**config.mk**
```make
export PLATFORM = sky130hd
export DESIGN_NAME = i2s_receiver_flat
export DESIGN_NICKNAME = d
export VERILOG_FILES = /design/src/rtl/i2s_receiver_if.sv /design/src/rtl/i2s_receiver.sv /design/src/flat_wrapper.sv
export SDC_FILE = /design/constraint.sdc
export NUM_CORES = 1
export LEC_CHECK = 0
export BUFFER_PORTS_ARGS = -buffer_cell sky130_fd_sc_hd__buf_2
export CORE_UTILIZATION = 35
export DETAILED_ROUTE_END_ITERATION = 7
export PLACE_DENSITY = 0.58
export SKIP_CTS_REPAIR_TIMING = 1
export SKIP_LAST_GASP = 1
export SYNTH_ARGS = -nofsm -noshare
export SYNTH_HDL_FRONTEND = slang
export SYNTH_SLANG_ARGS = --single-unit
```
**constraint.sdc**
```tcl
create_clock -name clk -period 5 [get_ports clk]
set_clock_uncertainty 0.2 [all_clocks]
set_input_delay 0.5 -clock clk [delete_from_list [all_inputs] [get_ports clk]]
set_output_delay 0.5 -clock clk [all_outputs]
set_load 0.02 [all_outputs]
```
**src/rtl/i2s_receiver_if.sv**
```systemverilog
// i2s_receiver_if: AXI-Lite read-only channel between the CPU (master) and the I2S receiver (slave)
interface i2s_receiver_if;
  logic [31:0] s_axil_araddr;
  logic        s_axil_arvalid;
  logic        s_axil_arready;
  logic [31:0] s_axil_rdata;
  logic [1:0]  s_axil_rresp;
  logic        s_axil_rvalid;
  logic        s_axil_rready;
  modport master (
    output s_axil_araddr, s_axil_arvalid, s_axil_rready,
    input  s_axil_arready, s_axil_rdata, s_axil_rresp, s_axil_rvalid
  );
  modport slave (
    input  s_axil_araddr, s_axil_arvalid, s_axil_rready,
    output s_axil_arready, s_axil_rdata, s_axil_rresp, s_axil_rvalid
  );
endinterface

```
**src/rtl/i2s_receiver.sv**
```systemverilog
// i2s_receiver: stereo I2S capture into a frame FIFO drained over AXI-Lite; I2S_RX_MONO_MIX_EN makes DATA reads return the mono mix
module i2s_receiver #(
  parameter int SAMPLE_BITS = 16,
  parameter int FIFO_DEPTH  = 16,
  parameter int SYNC_STAGES = 2
) (
  input  logic           clk,
  input  logic           rst,
  input  logic           i2s_bclk,
  input  logic           i2s_lrclk,
  input  logic           i2s_din,
  i2s_receiver_if.slave  axil,
  output logic           irq_not_empty
);
  localparam int W  = SAMPLE_BITS;
  localparam int AW = $clog2(FIFO_DEPTH);
  localparam int CW = AW + 1;
  localparam int BW = $clog2(W + 1);
  typedef enum logic [1:0] {WAIT_SYNC, SHIFT, HOLD} state_t;
  logic [SYNC_STAGES-1:0] bclk_s, lr_s, din_s;
  logic bclk_q, lr_prev, lr_seen;
  logic bclk, lr, din, tick, boundary;
  assign bclk = bclk_s[SYNC_STAGES-1];
  assign lr   = lr_s[SYNC_STAGES-1];
  assign din  = din_s[SYNC_STAGES-1];
  assign tick = bclk & ~bclk_q;
  // the first tick after reset only records lrclk, so no boundary can be invented mid-word
  assign boundary = tick & lr_seen & (lr != lr_prev);
  always_ff @(posedge clk) begin
    if (rst) begin
      bclk_s  <= '0;
      lr_s    <= '0;
      din_s   <= '0;
      bclk_q  <= 1'b0;
      lr_prev <= 1'b0;
      lr_seen <= 1'b0;
    end else begin
      bclk_s <= SYNC_STAGES'({bclk_s, i2s_bclk});
      lr_s   <= SYNC_STAGES'({lr_s, i2s_lrclk});
      din_s  <= SYNC_STAGES'({din_s, i2s_din});
      bclk_q <= bclk;
      if (tick) begin
        lr_prev <= lr;
        lr_seen <= 1'b1;
      end
    end
  end
  state_t state;
  logic [BW-1:0] bit_cnt;
  logic ch, left_valid;
  logic [W-1:0] shreg, left_reg, word_nx;
  logic last, push;
  logic [2*W-1:0] push_data;
  assign word_nx   = {shreg[W-2:0], din};
  assign last      = bit_cnt == BW'(W - 1);
  assign push      = tick & ~boundary & (state == SHIFT) & last & ch & left_valid;
  assign push_data = {left_reg, word_nx};
  always_ff @(posedge clk) begin
    if (rst) begin
      state      <= WAIT_SYNC;
      bit_cnt    <= '0;
      ch         <= 1'b0;
      left_valid <= 1'b0;
      shreg      <= '0;
      left_reg   <= '0;
    end else if (boundary) begin
      state   <= SHIFT;
      bit_cnt <= '0;
      ch      <= lr;
      if (state == SHIFT) left_valid <= 1'b0;
    end else if (tick && state == SHIFT) begin
      shreg   <= word_nx;
      bit_cnt <= bit_cnt + 1'b1;
      if (last) begin
        state <= HOLD;
        if (!ch) begin
          left_reg   <= word_nx;
          left_valid <= 1'b1;
        end else left_valid <= 1'b0;
      end
    end
  end
  logic [2*W-1:0] mem [FIFO_DEPTH];
  logic [AW-1:0] wr_ptr, rd_ptr;
  logic [CW-1:0] count;
  logic overflow, empty, full, ar_hs, pop, st_rd, push_ok;
  logic [2*W-1:0] head;
  logic [31:0] data_word, status;
  assign empty   = count == '0;
  assign full    = count == CW'(FIFO_DEPTH);
  assign ar_hs   = axil.s_axil_arvalid & axil.s_axil_arready;
  assign pop     = ar_hs & ~axil.s_axil_araddr[2] & ~empty;
  assign st_rd   = ar_hs & axil.s_axil_araddr[2];
  assign push_ok = push & (~full | pop);
  assign head    = mem[rd_ptr];
  assign status  = {15'b0, overflow, 6'b0, full, empty, 8'(count)};
  always_ff @(posedge clk) if (push_ok) mem[wr_ptr] <= push_data;
  always_ff @(posedge clk) begin
    if (rst) begin
      wr_ptr   <= '0;
      rd_ptr   <= '0;
      count    <= '0;
      overflow <= 1'b0;
    end else begin
      if (push_ok) wr_ptr <= wr_ptr + 1'b1;
      if (pop) rd_ptr <= rd_ptr + 1'b1;
      count    <= count + CW'(push_ok) - CW'(pop);
      overflow <= (push & ~push_ok) | (overflow & ~st_rd);
    end
  end
  logic unused_bits;
`ifdef I2S_RX_MONO_MIX_EN
  logic signed [W:0] sum;
  // floor(average) of the two signed channels
  assign sum         = $signed({head[2*W-1], head[2*W-1:W]}) + $signed({head[W-1], head[W-1:0]});
  assign data_word   = 32'({sum[W:1], sum[W:1]});
  assign unused_bits = ^{axil.s_axil_araddr[31:3], axil.s_axil_araddr[1:0], sum[0]};
`else
  assign data_word   = 32'(head);
  assign unused_bits = ^{axil.s_axil_araddr[31:3], axil.s_axil_araddr[1:0]};
`endif
  always_ff @(posedge clk) begin
    if (rst) begin
      axil.s_axil_rvalid <= 1'b0;
      axil.s_axil_rdata  <= '0;
    end else if (ar_hs) begin
      axil.s_axil_rvalid <= 1'b1;
      axil.s_axil_rdata  <= axil.s_axil_araddr[2] ? status : (empty ? 32'd0 : data_word);
    end else if (axil.s_axil_rready) axil.s_axil_rvalid <= 1'b0;
  end
  assign axil.s_axil_arready = ~axil.s_axil_rvalid;
  assign axil.s_axil_rresp   = 2'b00;
  assign irq_not_empty       = ~empty;
endmodule
```
**src/flat_wrapper.sv**
```systemverilog
// flat-port wrapper written by rule: the top's interface ports become plain ports
module i2s_receiver_flat 
#(
  parameter int SAMPLE_BITS = 16,
  parameter int FIFO_DEPTH  = 16,
  parameter int SYNC_STAGES = 2
)
  (clk, rst, i2s_bclk, i2s_lrclk, i2s_din, irq_not_empty, axil_s_axil_araddr, axil_s_axil_arvalid, axil_s_axil_rready, axil_s_axil_arready, axil_s_axil_rdata, axil_s_axil_rresp, axil_s_axil_rvalid);
  i2s_receiver_if axil_i ();
  input  logic clk;
  input  logic rst;
  input  logic i2s_bclk;
  input  logic i2s_lrclk;
  input  logic i2s_din;
  output logic irq_not_empty;
  input wire logic [$bits(axil_i.s_axil_araddr)-1:0] axil_s_axil_araddr;
  input wire logic [$bits(axil_i.s_axil_arvalid)-1:0] axil_s_axil_arvalid;
  input wire logic [$bits(axil_i.s_axil_rready)-1:0] axil_s_axil_rready;
  output wire logic [$bits(axil_i.s_axil_arready)-1:0] axil_s_axil_arready;
  output wire logic [$bits(axil_i.s_axil_rdata)-1:0] axil_s_axil_rdata;
  output wire logic [$bits(axil_i.s_axil_rresp)-1:0] axil_s_axil_rresp;
  output wire logic [$bits(axil_i.s_axil_rvalid)-1:0] axil_s_axil_rvalid;
  assign axil_i.s_axil_araddr = axil_s_axil_araddr;
  assign axil_i.s_axil_arvalid = axil_s_axil_arvalid;
  assign axil_i.s_axil_rready = axil_s_axil_rready;
  assign axil_s_axil_arready = axil_i.s_axil_arready;
  assign axil_s_axil_rdata = axil_i.s_axil_rdata;
  assign axil_s_axil_rresp = axil_i.s_axil_rresp;
  assign axil_s_axil_rvalid = axil_i.s_axil_rvalid;
  i2s_receiver #(.SAMPLE_BITS(SAMPLE_BITS), .FIFO_DEPTH(FIFO_DEPTH), .SYNC_STAGES(SYNC_STAGES)) u_core (.clk(clk), .rst(rst), .i2s_bclk(i2s_bclk), .i2s_lrclk(i2s_lrclk), .i2s_din(i2s_din), .axil(axil_i), .irq_not_empty(irq_not_empty));
endmodule
```
### Word level (Yosys, flattened, before mapping)

Memories as Yosys holds them, arrays and structs flattened. A register that Yosys moved wholly into a read port is not among the register bits.
Index checks and enable logic that the tools add are counted.

| storage, ports and cells | value |
|---|---|
| ROM bits | 0 |
| bits in latches | 0 |
| memories kept | 1 |
| register bits after elaboration | 96 |
| output and inout bits | 37 |
| bits in writable memories | 512 |

| cells by class | value |
|---|---|
| reductions and logical operators | 11 |
| multiply operators | 0 |
| shift operators | 0 |
| magnitude comparators | 0 |
| mux-type cells | 16 |
| equality and inequality tests | 5 |
| add/subtract/negate cells | 5 |
| div/mod/pow operators | 0 |
| bitwise operators | 26 |

Memory list:

| name | words | width | rd ports | clocked after Yosys merged registers in | wr ports | RTL line | source |
|---|---|---|---|---|---|---|---|
| u_core.mem | 16 | 32 | 1 | 1 | 1 | i2s_receiver.sv:83 | `logic [2*W-1:0] mem [FIFO_DEPTH];` |

Operators with widths:

| kind | number |
|---|---|
| $mux W32 | 2 |
| $and A1 B1 Y1 | 15 |
| $mux W1 | 12 |
| $not A1 Y1 | 9 |
| $add A4 B1 Y4 const B | 2 |
| $mux W4 | 2 |
| $reduce_and A2 Y1 | 3 |
| $reduce_bool A2 Y1 | 3 |
| $add A5 B1 Y5 | 1 |
| $add A5 B1 Y5 const B | 1 |
| $eq A5 B4 Y1 const B | 1 |
| $eq A5 B5 Y1 const B | 1 |
| $logic_not A5 Y1 | 1 |
| $sub A5 B1 Y5 | 1 |
| $reduce_and A4 Y1 | 1 |
| $reduce_and A3 Y1 | 1 |
| $eq A2 B1 Y1 const B | 1 |
| $ne A2 B2 Y1 const B | 1 |
| $or A1 B1 Y1 | 2 |
| $reduce_or A2 Y1 | 1 |
| $logic_and A1 B1 Y1 | 1 |
| $ne A1 B1 Y1 | 1 |

### Logic depth before layout (Yosys ltp)

Gate-level depths: netlist of the first run.

| logic depth | value |
|---|---|
| depth after elaboration | 14 |
| mapped depth | 15 |

### Least setup slack after synthesis of the first run

Ideal clock, no wire load.

| path | value |
|---|---|
| kind | register -> register |
| from | register u_core.bit_cnt[0] |
| to | memory u_core.mem[3][0] in the netlist's numbering (enable) |
| path buffers | 0 |
| stages on the path, launching flop included | 7 |
| arrival time | 3,775 ps |
| data required time | 4,332 ps |
| library setup time | 468 ps |
| setup slack | 557 ps |
| cell sequence | dfxtp_1 > ha_1 > and3_1 > ha_1 > o2111a_1 > and3_1 > nor3b_1 |

| on the way | value |
|---|---|
| longest elaborated chain between the ends | 7 |

RTL lines:

| what | RTL line | source |
|---|---|---|
| start: declaration | i2s_receiver.sv:49 | `logic [BW-1:0] bit_cnt;` |
| start signal: assignment | i2s_receiver.sv:73 | `bit_cnt <= bit_cnt + 1'b1;` |
| $eq A5 B4 Y1 | i2s_receiver.sv:55 | `assign last = bit_cnt == BW'(W - 1);` |
| $and A1 B1 Y1 (3 in a row) | i2s_receiver.sv:56 | `assign push = tick & ~boundary & (state == SHIFT) & last & ch & left_valid;` |
| $and A1 B1 Y1 | i2s_receiver.sv:94 | `assign push_ok = push & (~full \| pop);` |
| $mux W1 | i2s_receiver.sv:97 | `always_ff @(posedge clk) if (push_ok) mem[wr_ptr] <= push_data;` |
| $mux W1 (not written as such) | i2s_receiver.sv:97 |  |
| end: declaration | i2s_receiver.sv:83 |  |

Every way passes these cells.

### Worst setup path in the final report of the first run

| path | value |
|---|---|
| from | register u_core.bit_cnt[0] |
| to | memory u_core.mem[10][22] in the netlist's numbering (enable) |

Same word-level chain as after synthesis.

==> flow_summary.toml, run 1 <==
[outcome]
status = "complete, no violations"

[sta]
tns_ps = 0
rsz0062_at_grt = "no"
hold_slack_ps = 60.8
max_freq_ghz = 0.290
tightest_slew_ps = 1040
final_hold_viol_count = 0
final_max_slew_viol_count = 0
finalCritPeriodShare_pct = 69.0
period_needed_ps = 3450
max-slew-margin-rel_pct = 30.6
setup_violations = 0

[critical_path]
path_cells = "ha_1 > and3_1 > ha_1 > o2111a_1 > nand3_1 > nor2_4 > buf_4"
cp.required_ps = 5090
path_common_cell = "ha_1"
crit_type = "flip-flop to flip-flop"
cpPeakStageDelay_ps = 770
arrival_ps = 3540
cp_max_fo = 22
reg2reg_setup_slack_ps = 1550
endpoint_kind = "flip-flop"
critPathSlowestCell = "nor2_4"
crit_path_start_kind = "flip-flop"

[logic_synthesis]
yosysUniqueCellTypes = 54
ys_ff_latch = 612
synth.largest_area_cell = "edfxtp_1"
syn_area_um2 = 23300
synthTopCellsByArea = "edfxtp_1, mux4_2, dfxtp_1, mux2i_1, nor2_1"
synth_edf_count = 512
synthFlopType = "edfxtp_1"
yosysWarnings = 0
syn-instance-count = 1232
async_reset_ff_share_pct = 0
syn_avg_cell_area_um2 = 18.9
synth_top_area_share_pct = 66.0
seq_area_frac_synth_pct = 74.6
post-synth-top-count-cell = "edfxtp_1"
synth_common_cells = "edfxtp_1, mux2i_1, mux4_2"

[global_routing]
grt_max_degree = 62
gr-total-overflow = 0
grt_pass1_vias = 12000
grtUsageTotal_pct = 15.4
grt_pass1_wl_um = 77100
antenna_found_initial = 0

[clock_network]
htreeDepth = 2
root_buffer = "clkbuf_16"
numCtsBuffers = 60
cts_tree = "done"
clockBufferDepth = 3
path_clk_slew_ps = 60
insertion_delay_ps = 620
cts_num_sinks = 612

[floorplanning]
rows = 94
die_h_um = 260
fp.dieArea_um2 = 67600
coreArea_um2 = 65700
io_pins = 76
start_util_pct = 35.4
die_x_um = 260

[placement]
gp_congestion = 0.715
port_buffers = 42
dp_hpwl_um = 28700
dpl.cell_count = 2106

[power_and_ir_drop]
sw_frac_of_total_pct = 21.7
seqPwrFrac_pct = 53.4
p_int_uw = 8170
switching_power_uw = 2260
p_per_area_nw_per_um2 = 391
p_clk_share_pct = 41.2
combPwrFrac_pct = 5.4
cellLeakagePower_uw = 0.00862
peakVddDrop_mv = 0.249

[route]
routed_via_density = 5.16
remaining_drc_errors = 0
met1_length_um = 22400
firstDrtPassIters = 5
wire_per_inst_um = 22.9
routed_wl_um = 50900
wl_met2_um = 25400
routed.top_layer = "met4"
wl_met3_um = 2020
antenna_left = 0
vias = 11500
drtIter0Drc = 863

[hold_path]
min_path_type = "primary input to flip-flop"

[final_layout]
n_antenna_cell = 0
layout-drive-gt1-share_pct = 23.0
area_growth_pct = 14.3
fin_nets = 1361
largest_reg_flops = 512
stdcell_count = 2222

[job]
cap_viol_max_count = 0
## final timing paths
check,to,from,cells past startpoint
hold / removal,u_core.overflow,axil_s_axil_araddr[2],2
setup reg to reg,u_core.mem[10][22],u_core.bit_cnt[0],7
setup / recovery,u_core.mem[10][22],u_core.bit_cnt[0],7
hold reg to reg,u_core.lr_s[1],u_core.lr_s[0],1
## per-layer routing
| metal | GRT usage [%] | vias up |
|---|---|---|
| li1 | - | 5070 |
| met5 | 0 | - |
| met2 | 26.2 | 232 |
| met3 | 2.20 | 71 |
| met4 | 4.61 | 0 |
| met1 | 20.5 | 6090 |
## final cells by class
type,instances,area (um2)
Clock inverter,32,193
Multi-Input combinational cell,535,5650
Tap cell,864,1080
Fill cell,5809,39100
Sequential cell,612,17400
Inverter,17,63.8
Clock buffer,80,1700
Timing Repair Buffer,82,558
## worst max-delay path: cells and delay by family, from the launching register on
family | cells | cell delay (ps)
compound gates | 1 | 410
flops | 1 | 370
fa+ha+maj | 2 | 460
buf+inv | 1 | 390
simple gates | 3 | 1290
## cells in the final DEF (no fill, tap or decap), types with 7 or more instances in the layout
master / n
o31ai_1: 7
nor2b_1: 12
inv_1: 17
nor2_4: 9
nor2_1: 64
mux2i_1: 117
clkbuf_8: 8
nand2_1: 17
a21oi_1: 18
nand3_1: 24
buf_2: 42
a21o_1: 9
dfxtp_1: 96
clkbuf_16: 62
a2bb2oi_1: 24
nor4_1: 7
clkinv_2: 17
o21ai_1: 9
clkbuf_1: 10
buf_4: 33
mux4_2: 110
edfxtp_1: 512
ha_1: 13
o21ai_0: 18
clkinv_1: 10
## through the flow
| stage | total power [uW] | worst slack, ps | utilization, % | area (um2) |
|---|---|---|---|---|
| after floorplan | 6070 | 557 | - | 23300 |
| after global placement | 6240 | 1540 | 37.6 | 24700 |
| after detailed placement | 6250 | 1490 | 37.6 | 24700 |
| after CTS | 10500 | 1470 | 40.4 | 26600 |
| after global routing | 10800 | 1270 | 40.5 | 26600 |
| final | 10400 | 1550 | 40.5 | 26600 |
## power groups by stage
| stage | clock network [uW] | logic (uW) | registers, uW |
|---|---|---|---|
| after floorplan | 0 | 411 | 5660 |
| after global placement | 0 | 565 | 5680 |
| after detailed placement | 0 | 570 | 5680 |
| after CTS | 4400 | 573 | 5570 |
| after global routing | 4570 | 614 | 5570 |
| final | 4290 | 566 | 5570 |
## kinds of logic after synthesis
kind of cell	after synthesis	synth area share (%)
flops	612	74.6
compound gates	107	3.12
mux	230	15.8
other cells	1	0.0161
buf+inv	86	1.67
simple gates	173	3.65
xor+xnor	9	0.338
fa+ha+maj	14	0.784
Note: power is estimated with default switching activity, not from simulation.
==> run 2, diff against run 1 <==
- clock period: 5 -> 3.31 ns (I/O delays scaled with it)
==> flow_summary.toml, run 2 (synthesized netlist as in run 1, its figures left out) <==
[critical_path]
reg2reg_setup_slack_ps = 340
reg2reg_from = "u_core.bit_cnt[0]"
endpoint_kind = "flip-flop"
cp_max_fo = 16
cp-endpoint = "u_core.mem[1][17]"
r2r_end = "u_core.mem[1][17]"
crit_path_start_kind = "flip-flop"
crit_type = "flip-flop to flip-flop"
arrival_ps = 3060
cp.required_ps = 3400
startpoint = "u_core.bit_cnt[0]"
worst-r2r-cell-count = 7

[power_and_ir_drop]
p_per_area_nw_per_um2 = 600
cellLeakagePower_uw = 0.00875
peakVddDrop_mv = 0.430

[sta]
period_needed_ps = 2970
tns_ps = 0
setup_violations = 0
max-slew-margin-rel_pct = 41.5
tightest_slew_ps = 877
final_max_slew_viol_count = 0
rsz0062_at_grt = "no"
final_hold_viol_count = 0
hold_slack_ps = 38.7
setup_ws_ps = 335
max_freq_ghz = 0.336
finalCritPeriodShare_pct = 89.9

[final_layout]
n_antenna_cell = 0
stdcell_count = 2237
largest_reg_flops = 512
layout_commonest_cell = "edfxtp_1"
area_growth_pct = 16.1
layout_common_cells = "edfxtp_1, mux2i_1, mux4_2"
final_area_um2 = 27000
fin_nets = 1375
fill_cells = 5791
layout-drive-gt1-share_pct = 24.0

[clock_network]
insertion_delay_ps = 630
numCtsBuffers = 59
clockBufferDepth = 3
cts_num_sinks = 612
cts_tree = "done"
root_buffer = "clkbuf_16"
path_clk_slew_ps = 60
htreeDepth = 2

[job]
cap_viol_max_count = 0

[route]
firstDrtPassIters = 4
antenna_left = 0
wire_per_inst_um = 22.9
vias = 11400
routed_via_density = 5.11
routed_wl_um = 51100
remaining_drc_errors = 0
drtIter0Drc = 975

[floorplanning]
coreArea_um2 = 65700
start_util_pct = 35.4
fp.dieArea_um2 = 67600
die_x_um = 260
die_h_um = 260
io_pins = 76
rows = 94

[placement]
place_ws_ps = 312
dpl_cell_area_um2 = 25000
dp_hpwl_um = 29100
dpl.cell_count = 2119
gp_congestion = 0.751
port_buffers = 42

[hold_path]
whs_path_depth = 3
min_path_type = "primary input to flip-flop"

[global_routing]
antenna_found_initial = 2
grt_pass1_wl_um = 76800
grtUsageTotal_pct = 15.4
gr-total-overflow = 0
grt_pass1_vias = 12100
grt_max_degree = 42

[outcome]
status = "complete, no violations"
==> run 2: worst min-delay path by stage <==
stage / startpoint / end / slack [ps]
final: axil_s_axil_arvalid / u_core.axil.s_axil_rvalid / 40
after global routing: axil_s_axil_arvalid / u_core.axil.s_axil_rvalid / 60
after CTS: i2s_din / u_core.din_s[0] / -300
after detailed placement: u_core.lr_s[0] / u_core.lr_s[1] / 230
after global placement: u_core.axil.s_axil_rdata[26] / u_core.axil.s_axil_rdata[26] / 250
after floorplan: u_core.bclk_s[0] / u_core.bclk_s[1] / 210
==> run 2: per-stage QoR <==
stage	total power (uW)	utilization, %
after global placement	9440	38.0
after CTS	16400	41.0
after floorplan	9180	-
final	16200	41.1
after detailed placement	9450	38.0
after global routing	16700	41.1
==> run 2: area by class of cell <==
cell class | instances | area [um2] | share of cell area [%]
clock inverters | 35 | 405 | 1.50
flip-flops and latches | 612 | 17400 | 64.3
well taps | 864 | 1080 | 4.00
inverters | 17 | 63.8 | 0.236
multi-input cells | 535 | 5670 | 21.0
clock buffers | 77 | 1620 | 5.97
repair buffers | 97 | 813 | 3.01
==> run 2: worst max-delay path: stages, from the launching register on <==
cell and delay [ps]:
dfxtp_1 370, ha_1 170, and3_1 160, ha_1 270, o2111a_1 400, nand3_1 400, nor3_4 300, buf_4 340
==> run 2: layer usage <==
metal  up-vias  GRT usage (%)  wire (um)
met5         -              0          0
met4         0           5.25       1370
met3        87           2.38       2210
met2       239           25.9      25300
met1      6000           20.2      22200
li1       5107              -          -
==> run 2: power breakdown <==
group	internal, uW	total (uW)	switching (uW)
registers	8300	8400	102
logic	387	874	487
clock network	4070	6950	2880
